## config.mk

```make
export PLATFORM = sky130hd
export DESIGN_NAME = wallace_multiplier
export DESIGN_NICKNAME = d
export VERILOG_FILES = /design/src/rtl/wallace_multiplier.sv
export SDC_FILE = /design/constraint.sdc
export NUM_CORES = 1
export LEC_CHECK = 0
export ABC_AREA = 1
export CORE_MARGIN = 2
export CORE_UTILIZATION = 39
export CTS_CLUSTER_DIAMETER = 120
export DETAILED_ROUTE_END_ITERATION = 8
export PLACE_DENSITY = 0.72
export SYNTH_ARGS = -nofsm -noshare
export SYNTH_HDL_FRONTEND = slang
export SYNTH_SLANG_ARGS = --single-unit
```

## constraint.sdc

```tcl
create_clock -name clk -period 3.4 [get_ports clk]
set_input_delay 0.68 -clock clk [delete_from_list [all_inputs] [get_ports clk]]
set_output_delay 0.68 -clock clk [all_outputs]
set_load 0.01 [all_outputs]
```

## src/rtl/wallace_multiplier.sv

```systemverilog
// Unsigned 4x4 Wallace-tree multiplier with a registered 8-bit product.
// Partial-product bits are reduced by half/full adders in two stages
// (column heights 4 -> 3 -> 2). A ripple adder over columns 1..6 then
// resolves the last two rows. Its carry-out is the product MSB.

// Half adder: two bits of equal weight in, sum and carry out.
module ha (
  input  logic x,
  input  logic y,
  output logic sum,
  output logic carry
);
  assign sum   = x ^ y;
  assign carry = x & y;
endmodule

// Full adder: three bits of equal weight in, sum and majority carry out.
module fa (
  input  logic x,
  input  logic y,
  input  logic z,
  output logic sum,
  output logic carry
);
  assign sum   = x ^ y ^ z;
  assign carry = (x & y) | (x & z) | (y & z);
endmodule

module wallace_multiplier (
  input  logic       clk,
  input  logic       rst,
  input  logic [3:0] a,
  input  logic [3:0] b,
  output logic [7:0] prod
);

  // Partial products. PPn is a gated by b[n-1] and has weight 2^(n-1).
  // These names are kept stable so a bench can probe them hierarchically.
  logic [3:0] PP1;
  logic [3:0] PP2;
  logic [3:0] PP3;
  logic [3:0] PP4;

  assign PP1 = a & {4{b[0]}};
  assign PP2 = a & {4{b[1]}};
  assign PP3 = a & {4{b[2]}};
  assign PP4 = a & {4{b[3]}};

  // Initial column contents (weight : bits)
  //   0 : PP1[0]
  //   1 : PP1[1] PP2[0]
  //   2 : PP1[2] PP2[1] PP3[0]
  //   3 : PP1[3] PP2[2] PP3[1] PP4[0]
  //   4 : PP2[3] PP3[2] PP4[1]
  //   5 : PP3[3] PP4[2]
  //   6 : PP4[3]

  // Stage 1 brings every column down to height 3 or less.
  // Only the columns that would overflow after incoming carries are touched.
  logic s1_c2_sum, s1_c2_carry;
  logic s1_c3_sum, s1_c3_carry;
  logic s1_c4_sum, s1_c4_carry;

  ha u_s1_c2 (.x(PP1[2]), .y(PP2[1]),                .sum(s1_c2_sum), .carry(s1_c2_carry));
  fa u_s1_c3 (.x(PP1[3]), .y(PP2[2]), .z(PP3[1]),    .sum(s1_c3_sum), .carry(s1_c3_carry));
  ha u_s1_c4 (.x(PP2[3]), .y(PP3[2]),                .sum(s1_c4_sum), .carry(s1_c4_carry));

  // Column contents after stage 1
  //   0 : PP1[0]
  //   1 : PP1[1] PP2[0]
  //   2 : s1_c2_sum PP3[0]
  //   3 : s1_c3_sum PP4[0] s1_c2_carry
  //   4 : s1_c4_sum PP4[1] s1_c3_carry
  //   5 : PP3[3] PP4[2] s1_c4_carry
  //   6 : PP4[3]

  // Stage 2 reduces the height-3 columns 3..5 to height 2.
  logic s2_c3_sum, s2_c3_carry;
  logic s2_c4_sum, s2_c4_carry;
  logic s2_c5_sum, s2_c5_carry;

  fa u_s2_c3 (.x(s1_c3_sum), .y(PP4[0]), .z(s1_c2_carry), .sum(s2_c3_sum), .carry(s2_c3_carry));
  fa u_s2_c4 (.x(s1_c4_sum), .y(PP4[1]), .z(s1_c3_carry), .sum(s2_c4_sum), .carry(s2_c4_carry));
  fa u_s2_c5 (.x(PP3[3]),    .y(PP4[2]), .z(s1_c4_carry), .sum(s2_c5_sum), .carry(s2_c5_carry));

  // Column contents after stage 2 (two rows at most)
  //   0 : PP1[0]
  //   1 : PP1[1] PP2[0]
  //   2 : s1_c2_sum PP3[0]
  //   3 : s2_c3_sum
  //   4 : s2_c4_sum s2_c3_carry
  //   5 : s2_c5_sum s2_c4_carry
  //   6 : PP4[3]    s2_c5_carry

  // Final carry-propagate adder. It ripples across columns 1..6.
  // Column 3 has a single row, so a half adder is enough there.
  logic [6:1] cpa_sum;
  logic [6:1] cpa_carry;

  ha u_cpa_c1 (.x(PP1[1]),    .y(PP2[0]),                          .sum(cpa_sum[1]), .carry(cpa_carry[1]));
  fa u_cpa_c2 (.x(s1_c2_sum), .y(PP3[0]),      .z(cpa_carry[1]),   .sum(cpa_sum[2]), .carry(cpa_carry[2]));
  ha u_cpa_c3 (.x(s2_c3_sum), .y(cpa_carry[2]),                    .sum(cpa_sum[3]), .carry(cpa_carry[3]));
  fa u_cpa_c4 (.x(s2_c4_sum), .y(s2_c3_carry), .z(cpa_carry[3]),   .sum(cpa_sum[4]), .carry(cpa_carry[4]));
  fa u_cpa_c5 (.x(s2_c5_sum), .y(s2_c4_carry), .z(cpa_carry[4]),   .sum(cpa_sum[5]), .carry(cpa_carry[5]));
  fa u_cpa_c6 (.x(PP4[3]),    .y(s2_c5_carry), .z(cpa_carry[5]),   .sum(cpa_sum[6]), .carry(cpa_carry[6]));

  logic [7:0] prod_comb;
  assign prod_comb = {cpa_carry[6], cpa_sum[6:1], PP1[0]};

  // Output register: reset has priority; otherwise capture this cycle's product.
  always_ff @(posedge clk) begin
    if (rst) begin
      prod <= 8'h00;
    end else begin
      prod <= prod_comb;
    end
  end

endmodule

```

==> flow_summary.yaml <==
detailed_routing:
  drc_errors: 0
  drt_iter0_drc: 2
  vias: 474
  first_pass_iters: 2
  wl_per_cell_um: 7.90
  antenna_left: 0
  wl_um: 893
  via_per_inst: 4.19
logic_synthesis:
  yosysWarnings: 0
  syn-instance-count: 71
  synthesis.nets: 93
  synth_area_um2: 569
  ys_ff_latch: 8
  synth_cell_type_count: 7
  seq_area_frac_synth_pct: 28.1
  syn_area_per_cell_um2: 8.02
sta:
  relSlewSlack_pct: 82.7
  finalSetupViolations: 0
  slew_violations: 0
  max_slew.worst_pin.slew_ns: 0.259
  hold_viol: 0
  fin_tns_setup_ns: 0
  min_period_ns: 3.28
  fmax_ghz: 0.305
  hold_ws_ns: 0.889
  fin_crit_sh_pct: 96.4
  rsz0062_at_grt: "no"
power_and_ir_drop:
  seqPwrFrac_pct: 39.3
  comb_power_share_pct: 35.3
  power.switching_mw: 0.0768
  p_int_mw: 0.198
  leakagePower_nw: 0.496
  clkPwrFrac_pct: 25.5
  switching_share_pct: 27.9
  p_per_area_mw_per_mm2: 329
  vdd_drop_max_mv: 0.101
cts:
  cts_hold_buf: 0
  cts_buffer_depth: 2
  clock_sinks: 8
  tritoncts: "yes"
  cts.clk_slew.worst_paths_ns: 0.05
  root_buffer: "clkbuf_4"
  htreeDepth: 1
  numCtsBuffers: 3
place:
  place_hpwl_um: 846
  gp_congestion: 0.795
  dp.cells: 110
  io_buffers: 17
setup_path:
  cp_num_buf_inv: 5
  cpLargestDelayFamily: "adder cells"
  worst-path-stages: 13
  crit_type: "primary input to register"
  crit_arrival_ns: 3.47
  crit_chain: "clkdlybuf4s15_1 -> nand2_1 -> inv_2 -> fa_1 -> inv_1 -> fa_1 -> inv_1 -> ha_2 -> fa_2 -> fa_2 -> fa_1 -> inv_1 -> nor2_1"
  cp-end-kind: "register"
  required_ns: 3.59
  crit_fanout: 2
  slowest_stage: "fa_1"
  crit_path_max_incr_delay_ns: 0.52
  startpoint_type: "primary input"
grt:
  grt_pass1_vias: 440
  grt_pass1_wl_um: 1560
  grt_max_degree: 9
  gr-total-overflow: 0
  grt_usage_pct: 12.4
  antenna_found_initial: 0
floorplan:
  ios: 18
  fp-row-count: 13
  die_area_mm2: 0.00178
  die_y_um: 42.2
  die_x_um: 42.2
  core-area_mm2: 0.00133
  start_util_pct: 42.7
cells_and_area:
  largest_register_ffs: 8
  n_antenna_cell: 0
  multi_input_area_um2: 308
  area_growth_pct: 46.8
  final_util_pct: 62.7
  top_regs: "prod: 8 flops"
  register_area_um2: 160
  stdcell_count: 113
  fill_cells: 123
  top_register: "prod"
  fin_nets: 122
  drive_above_1_share_pct: 15.3
worst_hold_path:
  hold_depth: 4
  worstHoldStart: "b[0]"
  hold_class: "primary input to register"
  hold_end: "prod[0]"
run_status:
  status: "complete, no violations"
flow_run:
  maxCapViolations: 0
stage by stage:
step                cell area, um2  setup WS [ns]  power [mW]
finish                         836          0.124       0.275
global route                   836         0.0303       0.297
CTS                            836        0.00309       0.282
detailed placement             812         -0.516       0.211
global placement               812         -0.490       0.206
floorplan                      574        0.00696       0.161
area by class of cell:
type	count	share of cell area, %
tap	15	2.25
clock buffer	3	2.69
inverter	26	11.7
timing repair buffer	25	27.4
sequential	8	19.2
multi-input combinational	36	36.8
logic make-up after synthesis:
group | Yosys count | synth area share [%]
flip-flops | 8 | 28.1
buffers and inverters | 27 | 19.1
AND/OR/NAND/NOR | 24 | 15.8
adder cells (fa/ha/maj) | 12 | 36.9
power by group through the flow:
stage	logic, mW	registers, mW	clock network [mW]
2_1_floorplan	0.0453	0.116	0
3_3_place_gp	0.0973	0.109	0
5_1_grt	0.112	0.109	0.0762
3_5_place_dp	0.101	0.110	0
4_1_cts	0.0996	0.108	0.0739
6_report	0.0970	0.108	0.0701
layer usage:
| layer | share of wire [%] | vias up | GRT usage, % |
|---|---|---|---|
| met5 | 0 | - | 0 |
| met4 | 2.7 | 0 | 13.1 |
| met3 | 4.9 | 4 | 1.29 |
| met2 | 52 | 15 | 22.8 |
| met1 | 40 | 208 | 10.8 |
| li1 | - | 247 | - |
Yosys cell counts (all sizes together):
cell type	number	area share (%)
buf	1	2.0
dfxtp	8	28
fa	8	28
ha	4	8.8
inv	26	17
nand2	16	11
nor2	8	5.3
worst min-delay path, stage by stage:
cell and delay, ns:
clkdlybuf4s15_1 0.19, buf_4 0.12, nand2_1 0.05, nor2_1 0.07
how the worst max path moves through the flow:
| stage | start | end | slack (ns) |
|---|---|---|---|
| after floorplan | b[0] | prod[6] | 0.007 |
| after global routing | a[1] | prod[6] | 0.03 |
| after CTS | b[2] | prod[6] | 0.003 |
| after global placement | b[0] | prod[6] | -0.49 |
| after detailed placement | b[0] | prod[6] | -0.52 |
| final | a[1] | prod[6] | 0.12 |
cell usage in the layout (no fill, tap or decap):
| cell | n |
|---|---|
| clkdlybuf4s15_1 | 5 |
| clkdlybuf4s50_1 | 11 |
| nand2_1 | 16 |
| dfxtp_1 | 8 |
| nor2_1 | 8 |
| ha_1 | 3 |
| inv_2 | 1 |
| dlygate4sd2_1 | 1 |
| clkbuf_4 | 3 |
| buf_4 | 8 |
| inv_1 | 25 |
| fa_2 | 2 |
| ha_2 | 1 |
| fa_1 | 6 |
what timing repair did:
| item | CTS | global route |
|---|---|---|
| setup buffers | 0 | 0 |
| resized for setup | 13 | 0 |
| pin swaps | 8 | 4 |
| endpoints found under the setup margin | 2 | 2 |
Note: power is estimated with default switching activity, not from simulation.
